$ cat src/rtl/dmem_arbiter.sv
// Round-robin two-port sequencer in front of a single-ported data memory.
// One access in flight; illegal requests are answered with an error and never reach memory.
module dmem_arbiter #(
    parameter int unsigned MEM_DEPTH = 1024,
    parameter int unsigned ADDR_W    = 32
) (
    input  logic                   clk,
    input  logic                   rst,
    input  logic [1:0]             req_valid,
    output logic [1:0]             req_ready,
    input  logic [1:0]             req_write,
    input  logic [1:0][ADDR_W-1:0] req_addr,
    input  logic [1:0][31:0]       req_wdata,
    input  logic [1:0][2:0]        req_funct3,
    output logic [1:0]             resp_valid,
    input  logic [1:0]             resp_ready,
    output logic [31:0]            resp_rdata,
    output logic                   resp_err,
    output logic                   mem_read,
    output logic                   mem_write,
    output logic [31:0]            mem_address,
    output logic [31:0]            mem_write_data,
    output logic [2:0]             mem_funct3,
    input  logic [31:0]            mem_read_data
);

    localparam int unsigned DATA_W    = 32;
    localparam int unsigned MEM_BYTES = 4 * MEM_DEPTH;

    typedef enum logic [1:0] {
        S_IDLE   = 2'd0,
        S_ACCESS = 2'd1,
        S_RESP   = 2'd2
    } state_t;

    state_t              r_state;
    state_t              w_next_state;

    logic                r_last_grant;
    logic                r_owner;
    logic                r_write;
    logic [DATA_W-1:0]   r_addr;
    logic [DATA_W-1:0]   r_wdata;
    logic [2:0]          r_funct3;
    logic [DATA_W-1:0]   r_rdata;
    logic                r_err;

    logic                w_winner;
    logic                w_accept;
    logic                w_wr;
    logic [ADDR_W-1:0]   w_addr;
    logic [2:0]          w_f3;
    logic                w_in_range;
    logic                w_f3_ok;
    logic                w_aligned;
    logic                w_legal;

    // On a tie the requester that did not win last time gets the grant.
    assign w_winner = (&req_valid) ? ~r_last_grant : req_valid[1];
    assign w_wr     = req_write[w_winner];
    assign w_addr   = req_addr[w_winner];
    assign w_f3     = req_funct3[w_winner];

    always_comb begin
        w_in_range = (64'(w_addr) < 64'(MEM_BYTES));
        w_f3_ok    = 1'b0;
        w_aligned  = 1'b0;
        case (w_f3)
            3'b000: begin w_f3_ok = 1'b1;  w_aligned = 1'b1;                 end
            3'b001: begin w_f3_ok = 1'b1;  w_aligned = ~w_addr[0];           end
            3'b010: begin w_f3_ok = 1'b1;  w_aligned = (w_addr[1:0] == 2'b00); end
            3'b100: begin w_f3_ok = ~w_wr; w_aligned = 1'b1;                 end
            3'b101: begin w_f3_ok = ~w_wr; w_aligned = ~w_addr[0];           end
            default: begin w_f3_ok = 1'b0; w_aligned = 1'b0;                 end
        endcase
        w_legal = w_in_range & w_f3_ok & w_aligned;
    end

    always_ff @(posedge clk or negedge rst) begin
        if (!rst) begin
            r_state <= S_IDLE;
        end else begin
            r_state <= w_next_state;
        end
    end

    // Handshake strobes and memory enables decode straight from state.
    always_comb begin
        w_next_state = r_state;
        req_ready    = 2'b00;
        resp_valid   = 2'b00;
        mem_read     = 1'b0;
        mem_write    = 1'b0;
        w_accept     = 1'b0;
        case (r_state)
            S_IDLE: begin
                if (|req_valid) begin
                    req_ready    = w_winner ? 2'b10 : 2'b01;
                    w_accept     = 1'b1;
                    w_next_state = w_legal ? S_ACCESS : S_RESP;
                end
            end
            S_ACCESS: begin
                mem_read     = ~r_write;
                mem_write    = r_write;
                w_next_state = S_RESP;
            end
            S_RESP: begin
                resp_valid = r_owner ? 2'b10 : 2'b01;
                if (resp_ready[r_owner]) begin
                    w_next_state = S_IDLE;
                end
            end
            default: begin
                w_next_state = S_IDLE;
            end
        endcase
    end

    always_ff @(posedge clk or negedge rst) begin
        if (!rst) begin
            r_last_grant <= 1'b1;
            r_owner      <= 1'b0;
            r_write      <= 1'b0;
            r_addr       <= '0;
            r_wdata      <= '0;
            r_funct3     <= '0;
            r_rdata      <= '0;
            r_err        <= 1'b0;
        end else begin
            if (w_accept) begin
                r_last_grant <= w_winner;
                r_owner      <= w_winner;
                r_write      <= w_wr;
                r_addr       <= 32'(w_addr);
                r_wdata      <= req_wdata[w_winner];
                r_funct3     <= w_f3;
                if (!w_legal) begin
                    r_rdata <= '0;
                    r_err   <= 1'b1;
                end
            end
            if (r_state == S_ACCESS) begin
                r_rdata <= r_write ? '0 : mem_read_data;
                r_err   <= 1'b0;
            end
        end
    end

    assign mem_address    = r_addr;
    assign mem_write_data = r_wdata;
    assign mem_funct3     = r_funct3;
    assign resp_rdata     = r_rdata;
    assign resp_err       = r_err;

endmodule

$ cat config.mk
export PLATFORM = sky130hd
export DESIGN_NAME = dmem_arbiter
export DESIGN_NICKNAME = d
export VERILOG_FILES = /design/src/rtl/dmem_arbiter.sv
export SDC_FILE = /design/constraint.sdc
export NUM_CORES = 1
export LEC_CHECK = 0
export ABC_AREA = 1
export ABC_CLOCK_PERIOD_IN_PS = 2800
export CAP_MARGIN = 15
export CORE_ASPECT_RATIO = 1.25
export CORE_MARGIN = 2
export CORE_UTILIZATION = 30
export DETAILED_ROUTE_END_ITERATION = 6
export GPL_TIMING_DRIVEN = 0
export PLACE_DENSITY = 0.66
export SKIP_LAST_GASP = 1
export SLEW_MARGIN = 20
export SYNTH_ARGS = -nofsm -noshare
export SYNTH_HDL_FRONTEND = slang
export SYNTH_SLANG_ARGS = --single-unit
$ cat constraint.sdc
create_clock -name clk -period 2.8 [get_ports clk]
set_clock_uncertainty 0.05 [all_clocks]
set_input_delay 0.84 -clock clk [delete_from_list [all_inputs] [get_ports clk]]
set_output_delay 0.84 -clock clk [all_outputs]
set_load 0.005 [all_outputs]
== Word level (Yosys, flattened, before mapping) ==
Index checks and enable logic that the tools add are counted.

* Flip-flop bits (word level): 105
* Bits of input ports: 174
* Output and inout bits: 106

* Magnitude comparators: 3
* Equality and inequality tests: 9
* Mux-type cells: 33
* Bitwise gates (word level): 6
* Reduce and logical (&&, ||, !) cells: 12

{| class="wikitable"
|+ Operator list
! cell !! number
|-
| 32-bit two-way mux || 8
|-
| 32-bit by 13-bit less-than comparator with 1-bit output (second input constant) || 1
|-
| 2-bit two-way mux || 8
|-
| 1-bit two-way mux || 12
|-
| 2-bit OR reduction || 4
|-
| 3-bit == test (second input constant) || 2
|-
| 3-bit two-way mux || 2
|-
| 2-bit case mux with 3 select lines || 1
|-
| 2-bit AND reduction || 3
|-
| 2-bit logical NOT || 2
|-
| 1-bit by 2-bit less-than comparator with 1-bit output (second input constant) || 2
|-
| 2-bit != test (second input constant) || 2
|-
| 1-bit inverter || 4
|-
| 3-bit by 1-bit == test with 1-bit output (second input constant) || 1
|-
| 3-bit by 2-bit == test with 1-bit output (second input constant) || 1
|-
| 3-bit logical NOT || 1
|-
| 1-bit case mux with 3 select lines || 1
|-
| 3-bit OR reduction || 1
|-
| 1-bit bitwise AND || 2
|-
| 2-bit by 1-bit == test with 1-bit output (second input constant) || 1
|-
| 2-bit == test (second input constant) || 1
|-
| 2-bit by 1-bit != test with 1-bit output (second input constant) || 1
|-
| 1-bit case mux with 2 select lines || 1
|-
| 2-bit nonzero test || 1
|}

== Longest topological paths before layout ==
* Word-level depth: 12
* Gate-level depth with buffers: 15
* Depth with buffers taken out: 13

== Worst setup path after synthesis ==
No wires, ideal clock.

* Kind: input to output
* From: input req_valid[1]
* To: output req_ready[0]
* Arrival time: 1.759 ns
* Required time: 1.910 ns
* Path slack: 0.151 ns
* Stages: 5
* Buffers on the path: 1
* Cells stage by stage: buf_4 -> nor2_1 -> nor2_2 -> inv_2 -> nor2_1

* Word-level cells in the longest chain between the ends: 5
* Elaborated cells between the ends (all ways): 6
* Those cells by class: mux: 4; reduce/logical: 2

{| class="wikitable"
|+ RTL lines
! item !! line !! text
|-
| from (decl) || 9 || <nowiki>input logic [1:0] req_valid,</nowiki>
|-
| 2-bit AND reduction || 59 || <nowiki>assign w_winner = (&req_valid) ? ~r_last_grant : req_valid[1];</nowiki>
|-
| 1-bit two-way mux || 59 ||
|-
| 2-bit two-way mux || 98 || <nowiki>req_ready = w_winner ? 2'b10 : 2'b01;</nowiki>
|-
| 2-bit two-way mux (*) || 97 || <nowiki>if (|req_valid) begin</nowiki>
|-
| 2-bit two-way mux (*) || 95 || <nowiki>case (r_state)</nowiki>
|-
| to (decl) || 10 || <nowiki>output logic [1:0] req_ready,</nowiki>
|}

Every way passes the cells marked *; elsewhere a longest branch is shown, timed or not.

== Final worst setup path ==
* From: input req_valid[0]
* To: output req_ready[0]

Same word-level chain as after synthesis.

==> results_dict.tcl <==
set metrics [dict create \
    outcome "finished, final reports clean" \
    p_leak_uw 0.00390 \
    synth_edf_count 0 \
    worstSetupStartpoint "req_valid[0]" \
    std_cell_rows 52 \
    cts_buffers 9 \
    placed_cells 1125 \
    critPathRequiredTime_ns 1.91 \
    worstSetupPathType "input pin to output pin" \
    fmax_mhz 361 \
    grt_max_degree 73 \
    cts.path.max_buffers 2 \
    routedWlPerCell_um 15.8 \
    min_path_type "input pin to asynchronous set/reset pin" \
    worstPathBufferInverterCount 3 \
    first_global_vias 5385 \
    core_um2 16300 \
    clock_latency_ns 0.35 \
    tns_ns 0 \
    reg2reg_depth 14 \
    drv_slew 0 \
    yosysUniqueCellTypes 24 \
    antenna_left 0 \
    period_minus_slack_ns 2.77 \
    gp_congestion 0.803 \
    area.sequential_um2 2630 \
    worstReg2RegStart "r_last_grant" \
    synthToLayoutAreaGrowth_pct 70.2 \
    cts.clk_slew.worst_paths_ns 0.08 \
    finalCritPeriodShare_pct 99.0 \
    ys_async_sr_fraction_pct 100 \
    cp.arrival_ns 1.88 \
    cp_max_fo 10 \
    nets 1101 \
    relSlewSlack_pct 65.3 \
    grt_overflow 0 \
    avgSynthCellArea_um2 7.94 \
    path_delay_family "buffers and inverters" \
    grt_pass1_wl_mm 28.4 \
    synthesis.nets 804 \
    cts.sinks 105 \
    syn-cell-area_um2 5000 \
    io_pins 280 \
    drive_above_1_share_pct 6.97 \
    maxCapViolations 0 \
    vdd_drop_max_v 0.000360 \
    die_x_um 120 \
    synth_warnings 0 \
    r2r_slack_ns 0.64 \
    multi_input_comb_area_um2 2080 \
    gr-usage-all-layers_pct 20.6 \
    place_hpwl_mm 13.6 \
    path_depth 6 \
    rsz0062_at_grt "yes" \
    dp_slack_ns -1.42 \
    setup_viol 0 \
    critPathLaunchType "input pin" \
    synth_ff_type "dfrtp_1" \
    worstSetupEndpointType "output pin" \
    io_buffers 278 \
    start_util_pct 30.8 \
    worst_pin_slew_ns 0.521 \
    critical_path.max_stage_delay_ns 0.27 \
    instances_no_fill 1148 \
    ctsHtreeMaxLevel 3 \
    cp-endpoint "req_ready[0]" \
    power_density_nw_per_um2 774 \
    syn_inst 630 \
    drt_wl_total_mm 18.2 \
    cts_tree "done" \
    ys_ff_latch 105 \
    yosysSeqAreaShare_pct 52.5 \
    fill_cells 1561 \
    die_h_um 148 \
    antenna_found_initial 0 \
    drt_iter0_drc 207 \
    slowest_stage "dlygate4sd2_1" \
    fin_util_pct 52.4 \
    vias 5235 \
    setup_ws_ns 0.0284 \
    diodes 0 \
    first_pass_iters 4 \
    die_area_um2 17700 \
    r2r_end "resp_rdata[6]" \
    hold_viol 0 \
    cts_root_buf "clkbuf_16" \
    viasPerCell 4.56 \
    worstPathCellList "dlygate4sd2_1 -> nor2_1 -> nor2_4 -> inv_4 -> nor2_4 -> dlygate4sd2_1" \
    drc 0 \
]
[cell usage in the layout (no fill, tap or decap), drive strengths merged, types with 2 or more instances in the layout]
cell type      count
clkdlybuf4s50    273
nand2            232
dfrtp            104
o21ai             96
nor2              54
nand3             44
inv               35
clkbuf            34
buf               22
nand3b            21
clkinv             3
a31oi              2
clkinvlp           2
bufinv             2
dlygate4sd2        2
[worst register-to-register path, delay by kind of cell, from the launching register on]
kind | cells | cell delay, ns
buffers and inverters | 3 | 0.56
DFF | 1 | 0.56
and+or+nand+nor | 11 | 0.89
[final cells by class]
class / instances / area share [%]
buffer: 37 / 2.51
clock buffer: 9 / 2.64
clock inverter: 7 / 1.22
inverter: 35 / 1.62
multi-input combinational: 453 / 24.4
sequential: 105 / 30.9
tap: 216 / 3.17
timing repair buffer: 286 / 33.6
[cell families after synthesis]
logic type / after synthesis / synth area share, %
AO/OA/AOI/OAI: 101 / 10.2
flip-flops: 105 / 52.5
AND/OR/NAND/NOR: 352 / 30.8
buffers and inverters: 72 / 6.50
[power breakdown]
group	switching, uW	internal, uW	total [uW]	leakage [uW]
registers	294	2040	2330	0.00133
logic	1330	1520	2850	0.00242
clock network	617	794	1410	0.000154
total	2240	4360	6600	0.00390
[synthesized netlist by cell type, types with 2 or more instances]
| master | instances | area share (%) |
|---|---|---|
| nand2_1 | 228 | 17 |
| buf_6 | 5 | 1.1 |
| nor2_2 | 2 | 0.25 |
| nand3_2 | 10 | 2.0 |
| nand2_4 | 3 | 0.67 |
| o21ai_0 | 95 | 9.5 |
| dfrtp_1 | 104 | 52 |
| buf_4 | 3 | 0.45 |
| inv_2 | 2 | 0.15 |
| buf_2 | 5 | 0.50 |
| clkbuf_1 | 24 | 1.8 |
| nand3_1 | 34 | 3.4 |
| a31oi_1 | 2 | 0.25 |
| inv_1 | 32 | 2.4 |
| nor2_1 | 52 | 3.9 |
| nand3b_1 | 21 | 3.1 |
[state kept, by name (all words and copies together) (netlist names)]
| register | cells |
|---|---|
| r_owner | 1 |
| r_state | 2 |
| resp_rdata | 32 |
| mem_funct3 | 3 |
| r_last_grant | 1 |
| mem_write_data | 32 |
| mem_address | 32 |
| r_write | 1 |
| resp_err | 1 |
[per-layer routing]
layer | GRT usage [%] | wire length, um
met1 | 24.0 | 7070
met2 | 35.3 | 9070
met3 | 5.41 | 1340
met4 | 10.0 | 690
met5 | 0 | 0
[metrics by stage]
step	cell area, um^2	hold WS, ns	power (uW)
floorplan	5000	0.414	3420
global placement	8060	0.412	5170
detailed placement	8090	0.414	5180
CTS	8500	0.314	6690
global route	8520	0.329	7050
finish	8520	0.316	6600
[worst min path at each step]
stage / startpoint / endpoint / slack (ns) / cells past startpoint
5_1_grt: rst / resp_rdata[7] / 0.33 / 1
3_3_place_gp: resp_err / resp_err / 0.41 / 2
2_1_floorplan: r_last_grant / r_last_grant / 0.41 / 2
3_5_place_dp: resp_err / resp_err / 0.41 / 2
6_report: rst / resp_rdata[9] / 0.32 / 1
4_1_cts: rst / resp_rdata[7] / 0.31 / 1
[timing repair]
action,in CTS,in global routing
resized for setup,21,4
endpoints found under the setup margin,4,4
pin swaps,5,0
hold buffers,0,0
setup buffers,6,1
Note: power is estimated with default switching activity, not from simulation.
